<file path="config.mk">
export PLATFORM = sky130hd
export DESIGN_NAME = fp_mul_arbiter_flat
export DESIGN_NICKNAME = d
export VERILOG_FILES = /design/src/rtl/fp_mul_arbiter_pkg.sv /design/src/rtl/fp_mul_arbiter_if.sv /design/src/rtl/fp_mul_arbiter_rr_arbiter.sv /design/src/rtl/fp_mul_arbiter.sv /design/src/flat_wrapper.sv
export SDC_FILE = /design/constraint.sdc
export NUM_CORES = 1
export LEC_CHECK = 0
export CAP_MARGIN = 0
export CORE_MARGIN = 2
export CORE_UTILIZATION = 34
export CTS_BUF_LIST = sky130_fd_sc_hd__clkbuf_16
export DETAILED_ROUTE_END_ITERATION = 10
export PLACE_DENSITY = 0.86
export SETUP_SLACK_MARGIN = 0.05
export SLEW_MARGIN = 40
export SYNTH_ARGS = -nofsm -noshare
export SYNTH_HDL_FRONTEND = slang
export SYNTH_SLANG_ARGS = --single-unit
export TNS_END_PERCENT = 20
</file>
<file path="constraint.sdc">
create_clock -name clk -period 1.25 [get_ports clk]
set_input_delay 0.125 -clock clk [delete_from_list [all_inputs] [get_ports clk]]
set_output_delay 0.125 -clock clk [all_outputs]
set_load 0.01 [all_outputs]
</file>
<file path="src/rtl/fp_mul_arbiter_pkg.sv">
// Shared types and constants for the FPU multiplier arbiter slice.
package fp_mul_ctrl_pkg;

  localparam int unsigned FP_W = 32;
  localparam int unsigned RM_W = 3;

  localparam logic [RM_W-1:0] RM_RNE = 3'd0;
  localparam logic [RM_W-1:0] RM_RTZ = 3'd1;
  localparam logic [RM_W-1:0] RM_RDN = 3'd2;
  localparam logic [RM_W-1:0] RM_RUP = 3'd3;
  localparam logic [RM_W-1:0] RM_RMM = 3'd4;

  typedef enum logic [1:0] {
    IDLE = 2'd0,
    BUSY = 2'd1,
    RESP = 2'd2
  } state_t;

endpackage

</file>
<file path="src/rtl/fp_mul_arbiter_if.sv">
// Requester and multiplier bus for the shared fp_mul arbiter.
interface fp_mul_arbiter_if
  import fp_mul_ctrl_pkg::*;
#(
  parameter int unsigned N = 2
);
  logic [N-1:0]      req_valid;
  logic [N-1:0]      req_ready;
  logic [N*FP_W-1:0] req_x;
  logic [N*FP_W-1:0] req_y;
  logic [N*RM_W-1:0] req_rmode;
  logic [N-1:0]      rsp_valid;
  logic [N-1:0]      rsp_ready;
  logic [FP_W-1:0]   rsp_z;
  logic              rsp_ovrf;
  logic              rsp_udrf;
  logic [FP_W-1:0]   mul_fp_X;
  logic [FP_W-1:0]   mul_fp_Y;
  logic [RM_W-1:0]   mul_r_mode;
  logic [FP_W-1:0]   mul_fp_Z;
  logic              mul_ovrf;
  logic              mul_udrf;

  // Requesters plus the multiplier datapath, seen from outside the arbiter.
  modport master (
    output req_valid, req_x, req_y, req_rmode, rsp_ready,
           mul_fp_Z, mul_ovrf, mul_udrf,
    input  req_ready, rsp_valid, rsp_z, rsp_ovrf, rsp_udrf,
           mul_fp_X, mul_fp_Y, mul_r_mode
  );

  // The arbiter itself.
  modport slave (
    input  req_valid, req_x, req_y, req_rmode, rsp_ready,
           mul_fp_Z, mul_ovrf, mul_udrf,
    output req_ready, rsp_valid, rsp_z, rsp_ovrf, rsp_udrf,
           mul_fp_X, mul_fp_Y, mul_r_mode
  );
endinterface

</file>
<file path="src/rtl/fp_mul_arbiter_rr_arbiter.sv">
// Combinational round-robin picker: first set request at or after i_ptr.
module rr_arbiter #(
  parameter int unsigned N     = 2,
  parameter int unsigned PTR_W = (N > 1) ? $clog2(N) : 1
) (
  input  logic [N-1:0]     i_req,
  input  logic [PTR_W-1:0] i_ptr,
  output logic [N-1:0]     o_grant,
  output logic [PTR_W-1:0] o_idx
);
  logic        w_found;
  logic [31:0] w_pos;

  // Scan indices i_ptr, i_ptr+1, ... modulo N and latch the first hit.
  always_comb begin
    o_grant = '0;
    o_idx   = '0;
    w_found = 1'b0;
    w_pos   = '0;
    for (int unsigned k = 0; k < N; k++) begin
      w_pos = (32'(i_ptr) + k) % N;
      if (!w_found && i_req[w_pos[PTR_W-1:0]]) begin
        w_found                     = 1'b1;
        o_grant[w_pos[PTR_W-1:0]]   = 1'b1;
        o_idx                       = w_pos[PTR_W-1:0];
      end
    end
  end
endmodule

</file>
<file path="src/rtl/fp_mul_arbiter.sv">
// Round-robin arbiter sharing one fp_mul datapath among N requesters,
// one operation in flight at a time.
module fp_mul_arbiter
  import fp_mul_ctrl_pkg::*;
#(
  parameter int unsigned N       = 2,
  parameter int unsigned MUL_LAT = 1,
  parameter int unsigned CNT_W   = $clog2(MUL_LAT + 1)
) (
  input  logic           clk,
  input  logic           rst_n,
  fp_mul_arbiter_if.slave bus,
  output logic           busy
);
  localparam int unsigned PTR_W = (N > 1) ? $clog2(N) : 1;

  if (MUL_LAT < 1) begin : g_lat_chk
    $error("fp_mul_arbiter: MUL_LAT must be at least 1");
  end

  state_t            r_state, w_next;
  logic [PTR_W-1:0]  r_ptr, r_owner, w_idx;
  logic [N-1:0]      w_grant;
  logic              w_any, w_last, w_rsp_hs;
  logic [CNT_W-1:0]  r_cnt;
  logic [FP_W-1:0]   r_mul_x, r_mul_y, r_z;
  logic [RM_W-1:0]   r_mul_rm;
  logic              r_ovrf, r_udrf;
  logic [FP_W-1:0]   w_x [N];
  logic [FP_W-1:0]   w_y [N];
  logic [RM_W-1:0]   w_rm [N];

  rr_arbiter #(.N(N), .PTR_W(PTR_W)) u_rr (
    .i_req   (bus.req_valid),
    .i_ptr   (r_ptr),
    .o_grant (w_grant),
    .o_idx   (w_idx)
  );

  assign w_any    = |w_grant;
  assign w_last   = (r_cnt == CNT_W'(1));
  assign w_rsp_hs = bus.rsp_ready[r_owner];

  // Unpack the flat per-requester operand buses.
  always_comb begin
    for (int unsigned i = 0; i < N; i++) begin
      w_x[i]  = bus.req_x[i*FP_W +: FP_W];
      w_y[i]  = bus.req_y[i*FP_W +: FP_W];
      w_rm[i] = bus.req_rmode[i*RM_W +: RM_W];
    end
  end

  // State register.
  always_ff @(posedge clk) begin
    if (!rst_n) r_state <= IDLE;
    else        r_state <= w_next;
  end

  // Next-state logic.
  always_comb begin
    w_next = r_state;
    case (r_state)
      IDLE:    if (w_any)    w_next = BUSY;
      BUSY:    if (w_last)   w_next = RESP;
      RESP:    if (w_rsp_hs) w_next = IDLE;
      default: w_next = IDLE;
    endcase
  end

  // Operand capture, latency count, result capture and pointer advance.
  always_ff @(posedge clk) begin
    if (!rst_n) begin
      r_ptr    <= '0;
      r_owner  <= '0;
      r_cnt    <= '0;
      r_mul_x  <= '0;
      r_mul_y  <= '0;
      r_mul_rm <= '0;
      r_z      <= '0;
      r_ovrf   <= 1'b0;
      r_udrf   <= 1'b0;
    end else begin
      case (r_state)
        IDLE: if (w_any) begin
          r_mul_x  <= w_x[w_idx];
          r_mul_y  <= w_y[w_idx];
          r_mul_rm <= w_rm[w_idx];
          r_owner  <= w_idx;
          r_cnt    <= CNT_W'(MUL_LAT);
        end
        BUSY: begin
          r_cnt <= r_cnt - CNT_W'(1);
          if (w_last) begin
            r_z    <= bus.mul_fp_Z;
            r_ovrf <= bus.mul_ovrf;
            r_udrf <= bus.mul_udrf;
          end
        end
        RESP: if (w_rsp_hs) begin
          r_ptr <= (r_owner == PTR_W'(N - 1)) ? '0 : r_owner + PTR_W'(1);
        end
        default: ;
      endcase
    end
  end

  // Handshake outputs decoded from the current state.
  always_comb begin
    bus.req_ready = '0;
    bus.rsp_valid = '0;
    busy          = 1'b0;
    case (r_state)
      IDLE: bus.req_ready = w_grant;
      BUSY: busy = 1'b1;
      RESP: begin
        busy                   = 1'b1;
        bus.rsp_valid[r_owner] = 1'b1;
      end
      default: ;
    endcase
  end

  assign bus.mul_fp_X   = r_mul_x;
  assign bus.mul_fp_Y   = r_mul_y;
  assign bus.mul_r_mode = r_mul_rm;
  assign bus.rsp_z      = r_z;
  assign bus.rsp_ovrf   = r_ovrf;
  assign bus.rsp_udrf   = r_udrf;
endmodule

</file>
<file path="src/flat_wrapper.sv">
// flat-port wrapper written by rule: the top's interface ports become plain ports
module fp_mul_arbiter_flat import fp_mul_ctrl_pkg::*;
#(
  parameter int unsigned N       = 2,
  parameter int unsigned MUL_LAT = 1,
  parameter int unsigned CNT_W   = $clog2(MUL_LAT + 1)
)
  (clk, rst_n, busy, bus_req_valid, bus_req_x, bus_req_y, bus_req_rmode, bus_rsp_ready, bus_mul_fp_Z, bus_mul_ovrf, bus_mul_udrf, bus_req_ready, bus_rsp_valid, bus_rsp_z, bus_rsp_ovrf, bus_rsp_udrf, bus_mul_fp_X, bus_mul_fp_Y, bus_mul_r_mode);
  fp_mul_arbiter_if #(.N(N)) bus_i ();
  input  logic clk;
  input  logic rst_n;
  output logic busy;
  input wire logic [$bits(bus_i.req_valid)-1:0] bus_req_valid;
  input wire logic [$bits(bus_i.req_x)-1:0] bus_req_x;
  input wire logic [$bits(bus_i.req_y)-1:0] bus_req_y;
  input wire logic [$bits(bus_i.req_rmode)-1:0] bus_req_rmode;
  input wire logic [$bits(bus_i.rsp_ready)-1:0] bus_rsp_ready;
  input wire logic [$bits(bus_i.mul_fp_Z)-1:0] bus_mul_fp_Z;
  input wire logic [$bits(bus_i.mul_ovrf)-1:0] bus_mul_ovrf;
  input wire logic [$bits(bus_i.mul_udrf)-1:0] bus_mul_udrf;
  output wire logic [$bits(bus_i.req_ready)-1:0] bus_req_ready;
  output wire logic [$bits(bus_i.rsp_valid)-1:0] bus_rsp_valid;
  output wire logic [$bits(bus_i.rsp_z)-1:0] bus_rsp_z;
  output wire logic [$bits(bus_i.rsp_ovrf)-1:0] bus_rsp_ovrf;
  output wire logic [$bits(bus_i.rsp_udrf)-1:0] bus_rsp_udrf;
  output wire logic [$bits(bus_i.mul_fp_X)-1:0] bus_mul_fp_X;
  output wire logic [$bits(bus_i.mul_fp_Y)-1:0] bus_mul_fp_Y;
  output wire logic [$bits(bus_i.mul_r_mode)-1:0] bus_mul_r_mode;
  assign bus_i.req_valid = bus_req_valid;
  assign bus_i.req_x = bus_req_x;
  assign bus_i.req_y = bus_req_y;
  assign bus_i.req_rmode = bus_req_rmode;
  assign bus_i.rsp_ready = bus_rsp_ready;
  assign bus_i.mul_fp_Z = bus_mul_fp_Z;
  assign bus_i.mul_ovrf = bus_mul_ovrf;
  assign bus_i.mul_udrf = bus_mul_udrf;
  assign bus_req_ready = bus_i.req_ready;
  assign bus_rsp_valid = bus_i.rsp_valid;
  assign bus_rsp_z = bus_i.rsp_z;
  assign bus_rsp_ovrf = bus_i.rsp_ovrf;
  assign bus_rsp_udrf = bus_i.rsp_udrf;
  assign bus_mul_fp_X = bus_i.mul_fp_X;
  assign bus_mul_fp_Y = bus_i.mul_fp_Y;
  assign bus_mul_r_mode = bus_i.mul_r_mode;
  fp_mul_arbiter #(.N(N), .MUL_LAT(MUL_LAT), .CNT_W(CNT_W)) u_core (.clk(clk), .rst_n(rst_n), .bus(bus_i), .busy(busy));
endmodule
</file>
==> run_results.csv, run 1 <==
group,metric,value,unit
die,start_util,0.3488,
final_layout,fin_nets,1040,
sta,final-hold-violation-count,0,
die,rows,42,
final_layout,num_antenna_cells,0,
run_status,outcome,"finished, violations left",
cts,cts_made_buffers,9,
synth,syn_nets,754,
routing,viasPerCell,5.386,
hold_path,min_path_type,"in2reg",
setup_path,rr_startpoint,"u_core.r_state[1]",
placement,io_buffers,279,
cts,clockBufferDepth,2,
synth,synth_edf_count,0,
cts,ctsHoldBuffers,0,
setup_path,path_class,"reg2reg",
cts,clkSlewWorstSetupHoldPaths,70,ps
routing,first_iter_violations,320,
setup_path,ff2ff_path_depth,8,
final_layout,nFillCells,1124,
sta,finalSetupTns,-12900,ps
setup_path,required,1470,ps
global_routing,grt_max_degree,59,
final_layout,final_util,0.6443,
cts,cts_tree,"yes",
sta,max-slew-margin-rel,0.7425,
setup_path,critPathLaunch,"u_core.r_state[1]",
synth,synth.yosys.seq_area_share,0.4576,
global_routing,grt_pass1_wl,27490,um
placement,placed_cells,1002,
setup_path,start_kind,"register",
placement,dp_hpwl,11420,um
cts,cts.sinks,106,
global_routing,track_usage,0.2390,
pwr,ir_worst_vdd,840.9,uV
sta,setup_viol,107,
synth,ys_types,31,
pwr,power.density,1791,nW/um2
setup_path,endpoint_kind,"register",
setup_path,path_max_fanout,8,
synth,yosys_warnings,0,
die,dieArea,14590,um2
sta,drv_slew,0,
final_layout,syn2layout_area_growth,84.73,%
final_layout,fin_cells,1041,
placement,post_dp_cell_area,7732,um2
final_layout,postLayoutCellArea,8566,um2
placement,gp_congestion,0.7894,
die,coreArea,13300,um2
synth,synth_top_flop_cell,"dfxtp_1",
synth,ys_ff_latch,106,
sta,worst_pin_slew,375.4,ps
cts,clockRootBuffer,"clkbuf_16",
setup_path,timing.rr.end,"u_core.bus.mul_fp_Y[31]",
final_layout,layout_commonest_cell,"clkdlybuf4s50_1",
die,die_h,120.8,um
synth,async_reset_ff_frac,0,
sta,fin_skew,5.558,ps
sta,fin_crit_sh,1.165,
setup_path,worstSetupEndpoint,"u_core.bus.mul_fp_Y[31]",
global_routing,overflow,0,
sta,rsz0062_at_grt,"yes",
die,pin_count,280,
global_routing,antenna_found_initial,0,
final_layout,multi_input_area,2397,um2
sta,max_freq,686.7,MHz
routing,wl,18350,um
pwr,leakage,0.003530,uW
routing,wire_per_inst,17.63,um
final_layout,regArea,2125,um2
cts,htree_levels,3,
die,dieWidth,120.8,um
routing,drc,0,
final_layout,final_cell_mix,"clkdlybuf4s50_1, dfxtp_1, dlygate4sd2_1, o21ai_0, nand3_1",
cts,clk_latency,350,ps
synth,syn_area,4637,um2
setup_path,reg2reg_slack,-210,ps
synth,avgSynthCellArea,8.036,um2
routing,postRouteAntennaNets,0,
final_layout,layout-drive-gt1-share,0.1491,
setup_path,worstPathArrival,1670,ps
routing,vias,5607,
sta,min_period,1456,ps
run_status,violations,"negative setup slack",
sta,fin_ws,-206.3,ps
synth,netlist_instances,577,
routing,drt_pass1_iterations,5,
sta,hold-worst-slack,162.1,ps
global_routing,grt_pass1_vias,5333,
flow_run,maxCapViolCount,0,
[area by class of cell]
class / count / share of cell area
timing repair buffer: 338 / 0.4122
inverter: 5 / 0.002483
clock buffer: 9 / 0.02629
multi-input combinational: 403 / 0.2799
tap: 176 / 0.02571
sequential: 106 / 0.2480
clock inverter: 4 / 0.005405
[routing by layer]
layer	global-route usage	wire, um	up-vias
li1	-	-	2652
met4	0.09157	423	0
met2	0.4202	9244	250
met1	0.2772	7237	2675
met3	0.06179	1445	30
met5	0	0	-
[registers in the layout, summed over array words and instances (netlist names)]
signal,count
u_core.r_cnt,1
u_core.r_state,2
u_core.bus.rsp_ovrf,1
u_core.bus.rsp_z,32
u_core.r_owner,1
u_core.bus.mul_fp_X,32
u_core.bus.mul_fp_Y,32
u_core.bus.rsp_udrf,1
u_core.bus.mul_r_mode,3
u_core.r_ptr,1
[synth_stat cells (2+ instances only)]
master	n	area, um2
o21ai_0	127	635.6
dfxtp_1	106	2122
nand2_1	71	266.5
nand3_1	69	345.3
a31oi_1	67	419.2
a21boi_0	35	262.8
clkbuf_1	26	97.59
buf_2	21	105.1
o21ai_1	10	50.05
buf_4	5	37.54
buf_6	5	56.30
clkbuf_2	5	25.02
and2_1	4	25.02
inv_1	4	15.01
ha_1	3	37.54
a211o_1	2	17.52
a21oi_1	2	10.01
nor2b_1	2	12.51
[power breakdown]
part,internal (uW),leakage [uW],switching (uW)
registers,4310,0.000875,499
clock network,1510,0.000131,1220
logic,4060,0.00253,3740
total,9880,0.00353,5460
[cell families after synthesis]
family | after synthesis | share of synthesized area
compound gates | 249 | 0.3114
fa+ha+maj | 3 | 0.008096
buf+inv | 68 | 0.07501
flops | 106 | 0.4576
mux | 1 | 0.002159
simple gates | 150 | 0.1457
[worst max-delay path, cell delays in order (launching register included)]
cell	delay (ps)
dfxtp_2	340
inv_2	60
ha_4	170
buf_6	110
o21a_4	130
buf_6	140
buf_12	140
o21ai_0	160
a31oi_1	70
[repair_timing]
action	in CTS	in global routing
setup endpoints to repair	211	110
gates cloned	9	6
setup buffers	6	7
resized for setup	199	79
pin swaps	6	7
[worst min-delay path by stage]
stage                         startpoint                    to  cells past startpoint
floorplan               bus_mul_fp_Z[10]  u_core.bus.rsp_z[10]                      2
global placement     u_core.bus.rsp_z[8]   u_core.bus.rsp_z[8]                      2
detailed placement  u_core.bus.rsp_z[24]  u_core.bus.rsp_z[24]                      2
CTS                     bus_req_valid[1]        u_core.r_owner                      3
global route            bus_req_valid[1]        u_core.r_owner                      3
finish                  bus_req_valid[1]        u_core.r_owner                      3
[metrics by stage]
stage | setup WS, ps | power, uW
after CTS | -212.4 | 14540
final | -206.3 | 15340
after floorplan | 31.25 | 7734
after global placement | -392.8 | 10830
after global routing | -240.8 | 16170
after detailed placement | -390.4 | 10930
No activity file was read; power rests on OpenSTA's default activity.
==> inputs of run 2 (changes only) <==
Settings changed: CTS_CLUSTER_DIAMETER from default to 120, PLACE_DENSITY 0.86 to 0.89.
Clock period 1.25 ns to 1.31 ns, I/O delays scaled along.
==> run 2 against run 1 <==
  * The flow still finishes with violations (negative setup slack)
  * Worst setup slack gained 78 ps
  * Clock skew grew 0.54 ps
  * Register-to-register slack gained 80 ps
  * Die area is the same
  * Via count grew 3.2%
  * Clock power grew 4%
  * Routed wire length grew 7.0%
==> run_results.csv, run 2 (synthesized netlist as in run 1, its figures left out) <==
group,metric,value,unit
final_layout,num_antenna_cells,0,
flow_run,maxCapViolCount,0,
cts,clockRootBuffer,"clkbuf_16",
sta,fin_ws,-128.2,ps
final_layout,layout_commonest_cell,"clkdlybuf4s50_1",
routing,route.met3.wl,1949,um
routing,first_iter_violations,516,
global_routing,grt_pass1_wl,29010,um
final_layout,syn2layout_area_growth,89.10,%
routing,wl,19630,um
global_routing,grt_pass1_vias,5557,
setup_path,path_buf_inv,3,
routing,drc,0,
routing,wl_met1,7401,um
sta,fin_crit_sh,1.098,
die,dieArea,14590,um2
run_status,violations,"negative setup slack",
die,pin_count,280,
sta,worst_pin_slew,444.3,ps
die,dieWidth,120.8,um
sta,max-slew-margin-rel,0.7038,
cts,htree_levels,3,
die,rows,42,
setup_path,crit_chain,"inv_2 -> ha_4 -> o21a_4 -> buf_12 -> buf_16 -> o21ai_2 -> a31oi_1",
routing,vias,5784,
sta,min_period,1438,ps
cts,clk_latency,360,ps
pwr,power.density,1789,nW/um2
cts,clockBufferDepth,2,
cts,clkSlewWorstSetupHoldPaths,80,ps
hold_path,min_path_type,"in2reg",
cts,ctsHoldBuffers,0,
setup_path,worstPathArrival,1710,ps
setup_path,endpoint_kind,"register",
placement,io_buffers,279,
setup_path,slowest_stage,"dfxtp_2",
sta,fin_skew,6.093,ps
final_layout,multi_input_area,2424,um2
routing,drt_pass1_iterations,5,
setup_path,path_max_fanout,7,
die,die_h,120.8,um
routing,viasPerCell,5.514,
setup_path,crit_family,"compound AO/OA/AOI/OAI gates",
final_layout,nFillCells,1079,
setup_path,required,1590,ps
sta,drv_slew,0,
pwr,ir_worst_vdd,910.9,uV
routing,postRouteAntennaNets,0,
die,start_util,0.3488,
routing,route.met2.wl,9497,um
setup_path,max_stage_delay,330,ps
sta,rsz0062_at_grt,"yes",
setup_path,path_class,"reg2reg",
global_routing,track_usage,0.2521,
routing,routed.top_layer,"met4",
cts,cts_made_buffers,9,
final_layout,final_cell_mix,"clkdlybuf4s50_1, dfxtp_1, dlygate4sd2_1, o21ai_0",
setup_path,start_kind,"register",
cts,cts_tree,"yes",
global_routing,grt_max_degree,65,
routing,wire_per_inst,18.71,um
final_layout,layout-drive-gt1-share,0.1489,
sta,max_freq,695.3,MHz
die,coreArea,13300,um2
sta,finalSetupTns,-5006,ps
run_status,outcome,"finished, violations left",
sta,final-hold-violation-count,0,
cts,cts.sinks,106,
global_routing,antenna_found_initial,0,
placement,gp_congestion,0.7541,
final_layout,regArea,2126,um2
final_layout,fin_nets,1045,
pwr,leakage,0.003610,uW
placement,dp_hpwl,11460,um
sta,setup_viol,68,
placement,pre_cts_slack,-378.9,ps
global_routing,overflow,0,
sta,hold-worst-slack,175.0,ps
==> run 2: cell count changes in the layout (fill, tap and decap cells not counted), sizes merged <==
cell,delta
buf,+5
inv,+3
dlymetal6s2s,+1
clkdlybuf4s50,-1
o21a,+1
clkbuf,-1
==> run 2: path summary, 6_finish.rpt <==
check,start,to,slack (ps),cells after the start
max,u_core.r_state[0],u_core.bus.mul_fp_Y[8],-130,7
min,bus_req_valid[1],u_core.r_owner,170,3
max reg2reg,u_core.r_state[0],u_core.bus.mul_fp_Y[8],-130,7
min reg2reg,u_core.bus.rsp_z[12],u_core.bus.rsp_z[12],450,2
==> run 2: metal layers <==
layer | vias up | global-route usage
met4 | 0 | 0.1330
li1 | 2671 | -
met2 | 358 | 0.4202
met1 | 2690 | 0.2907
met3 | 65 | 0.07500
met5 | - | 0
==> run 2: final cells by class <==
cell class	instances	share of cell area
Clock buffer	9	0.02568
Clock inverter	7	0.009561
Inverter	5	0.002140
Multi-Input combinational cell	404	0.2764
Sequential cell	106	0.2424
Tap cell	176	0.02511
Timing Repair Buffer	342	0.4187
==> run 2: worst min-delay path, delay by kind of cell <==
kind	cells	cell delay [ps]
buffers and inverters	1	170
AND/OR/NAND/NOR	1	100
AO/OA/AOI/OAI	1	80
==> run 2: report_power, final <==
group	switching [uW]	leakage, uW	internal (uW)
Clock	1340	0.000149	1520
Combinational	3800	0.00259	4410
Sequential	490	0.000875	4120
==> run 2: metrics by stage <==
step	utilization	area, um2	instances	total power [uW]
2_1_floorplan	-	4642	577	7241
3_3_place_gp	0.5792	7701	1000	10340
3_5_place_dp	0.5792	7701	1000	10450
4_1_cts	0.6395	8502	1042	14880
5_1_grt	0.6595	8768	1049	16420
6_report	0.6595	8768	1049	15680
==> run 2: repair_timing <==
item | in CTS | in global routing
pin swaps | 3 | 4
cloned | 14 | 3
endpoints found under the hold margin | 0 | 0
resized for setup | 176 | 87
setup buffers | 12 | 7
setup endpoints to repair | 211 | 111
==> inputs of run 3 (changes only) <==
Settings changed: REMOVE_ABC_BUFFERS from default to 1.
==> run 3 against run 2 <==
  * The flow still finishes with violations (negative setup slack)
  * Sequential power is essentially flat
  * Non-clock buffer count fell by 17
  * Count of clock-buffer cells in the layout is the same
  * Combinational power is 15% lower
  * Die area unchanged
  * First-iteration DRC count down 23%
  * Final area fell by 4.3%
  * Critical endpoint is now u_core.bus.mul_fp_X[4]
  * Largest power group unchanged
  * Highest routed layer unchanged
==> run_results.csv, run 3 (synthesized netlist as in run 1, its figures left out) <==
group,metric,value,unit
sta,worst_pin_slew,398.4,ps
pwr,ir_worst_vdd,1084,uV
placement,post_dp_cell_area,7679,um2
sta,hold-worst-slack,270.0,ps
routing,wire_per_inst,18.30,um
routing,wl,18870,um
sta,finalSetupTns,-4292,ps
final_layout,layout_commonest_cell,"clkdlybuf4s50_1",
setup_path,slowest_stage,"dfxtp_2",
sta,drv_slew,0,
setup_path,crit_chain,"inv_2 -> ha_4 -> o21a_4 -> buf_8 -> clkbuf_16 -> o21ai_1 -> a31oi_1",
setup_path,max_stage_delay,330,ps
placement,gp_congestion,0.7976,
final_layout,syn2layout_area_growth,80.95,%
cts,cts_tree,"yes",
final_layout,fin_nets,1027,
routing,postRouteAntennaNets,0,
final_layout,postLayoutCellArea,8391,um2
die,dieWidth,120.8,um
sta,min_period,1401,ps
placement,pre_cts_slack,-326.1,ps
cts,clockRootBuffer,"clkbuf_16",
pwr,p_sw_frac,0.3626,
global_routing,grt_pass1_wl,29130,um
run_status,outcome,"finished, violations left",
cts,clkSlewWorstSetupHoldPaths,70,ps
routing,vias,5555,
pwr,seqPwrFrac,0.326,
pwr,clkPwrFrac,0.176,
placement,io_buffers,279,
setup_path,worstPathArrival,1680,ps
die,die_h,120.8,um
sta,fin_crit_sh,1.070,
flow_run,maxCapViolCount,0,
hold_path,min_path_type,"in2reg",
sta,max_freq,713.7,MHz
cts,clockBufferDepth,2,
routing,wl_met1,7086,um
routing,route.met3.wl,1804,um
routing,drc,0,
die,start_util,0.3488,
setup_path,path_max_fanout,7,
pwr,intPower,8969,uW
final_layout,layout-drive-gt1-share,0.1240,
setup_path,required,1590,ps
global_routing,grt_pass1_vias,5436,
sta,max-slew-margin-rel,0.7344,
global_routing,overflow,0,
pwr,leakage,0.003481,uW
final_layout,num_antenna_cells,0,
final_layout,nFillCells,1090,
sta,fin_skew,7.990,ps
cts,ctsHoldBuffers,0,
cts,clk_latency,350,ps
global_routing,antenna_found_initial,0,
setup_path,path_class,"reg2reg",
setup_path,start_kind,"register",
routing,routed.top_layer,"met4",
final_layout,multi_input_area,2333,um2
die,coreArea,13300,um2
pwr,p_comb_frac,0.498,
global_routing,grt_max_degree,57,
cts,cts.sinks,106,
run_status,violations,"negative setup slack",
cts,cts_made_buffers,9,
sta,setup_viol,86,
routing,first_iter_violations,399,
routing,drt_pass1_iterations,5,
placement,dp_hpwl,11610,um
routing,route.met2.wl,9476,um
final_layout,regArea,2126,um2
sta,fin_ws,-91.13,ps
pwr,power.density,1677,nW/um2
die,rows,42,
final_layout,final_cell_mix,"clkdlybuf4s50_1, o21ai_0, dfxtp_1, dlygate4sd2_1, nand3_1",
die,pin_count,280,
global_routing,track_usage,0.2542,
routing,viasPerCell,5.388,
sta,rsz0062_at_grt,"yes",
sta,final-hold-violation-count,0,
setup_path,endpoint_kind,"register",
cts,htree_levels,3,
pwr,switching_power,5103,uW
die,dieArea,14590,um2
## run 3: cell types whose count changed in the layout (fill, tap and decap cells not counted), sizes merged
cell,change
buf,-18
bufbuf,+1
bufinv,-1
clkinv,+1
clkinvlp,+2
dlygate4sd2,-1
dlymetal6s2s,+1
inv,-2
o21a,-1
## run 3: path summary, 6_finish.rpt
kind	from	endpoint	slack [ps]	depth (start not counted)
hold reg to reg	u_core.bus.rsp_z[30]	u_core.bus.rsp_z[30]	450	2
setup reg to reg	u_core.r_state[1]	u_core.bus.mul_fp_X[4]	-90	7
setup / recovery	u_core.r_state[1]	u_core.bus.mul_fp_X[4]	-90	7
hold / removal	bus_req_valid[1]	u_core.r_owner	270	3
## run 3: metal layers
layer,global-route usage,vias up
li1,-,2629
met1,0.2880,2592
met2,0.4460,297
met3,0.07925,37
met4,0.09520,0
met5,0,-
## run 3: repair_timing
item,in CTS,in global routing
gates cloned,10,4
setup endpoints to repair,211,111
buffers inserted,6,2
gates resized for setup,191,48
pin swaps,9,15
## run 3: critical path: cells and delay by family (launching register included)
family	cells	cell delay (ps)
flip-flops	1	330
buffers and inverters	3	400
adder cells (fa/ha/maj)	1	160
AO/OA/AOI/OAI	3	430
## run 3: through the flow
step / std cells / total power [uW] / utilization
floorplan: 514 / 6299 / -
global placement: 996 / 10170 / 0.5775
detailed placement: 996 / 10280 / 0.5775
CTS: 1028 / 13710 / 0.6223
global route: 1031 / 14820 / 0.6311
finish: 1031 / 14070 / 0.6311
## run 3: area by class of cell
type | count | share of cell area
tap | 176 | 0.02625
timing repair buffer | 325 | 0.4084
inverter | 5 | 0.002535
sequential | 106 | 0.2534
multi-input combinational | 403 | 0.2781
clock inverter | 7 | 0.004474
clock buffer | 9 | 0.02684
## run 3: power by group through the flow
stage          clock [uW]  combinational, uW  sequential [uW]
6_report             2470               7010             4590
5_1_grt              2650               7480             4690
4_1_cts              2520               6640             4550
3_5_place_dp            0               5680             4600
3_3_place_gp            0               5600             4570
2_1_floorplan           0               1630             4670
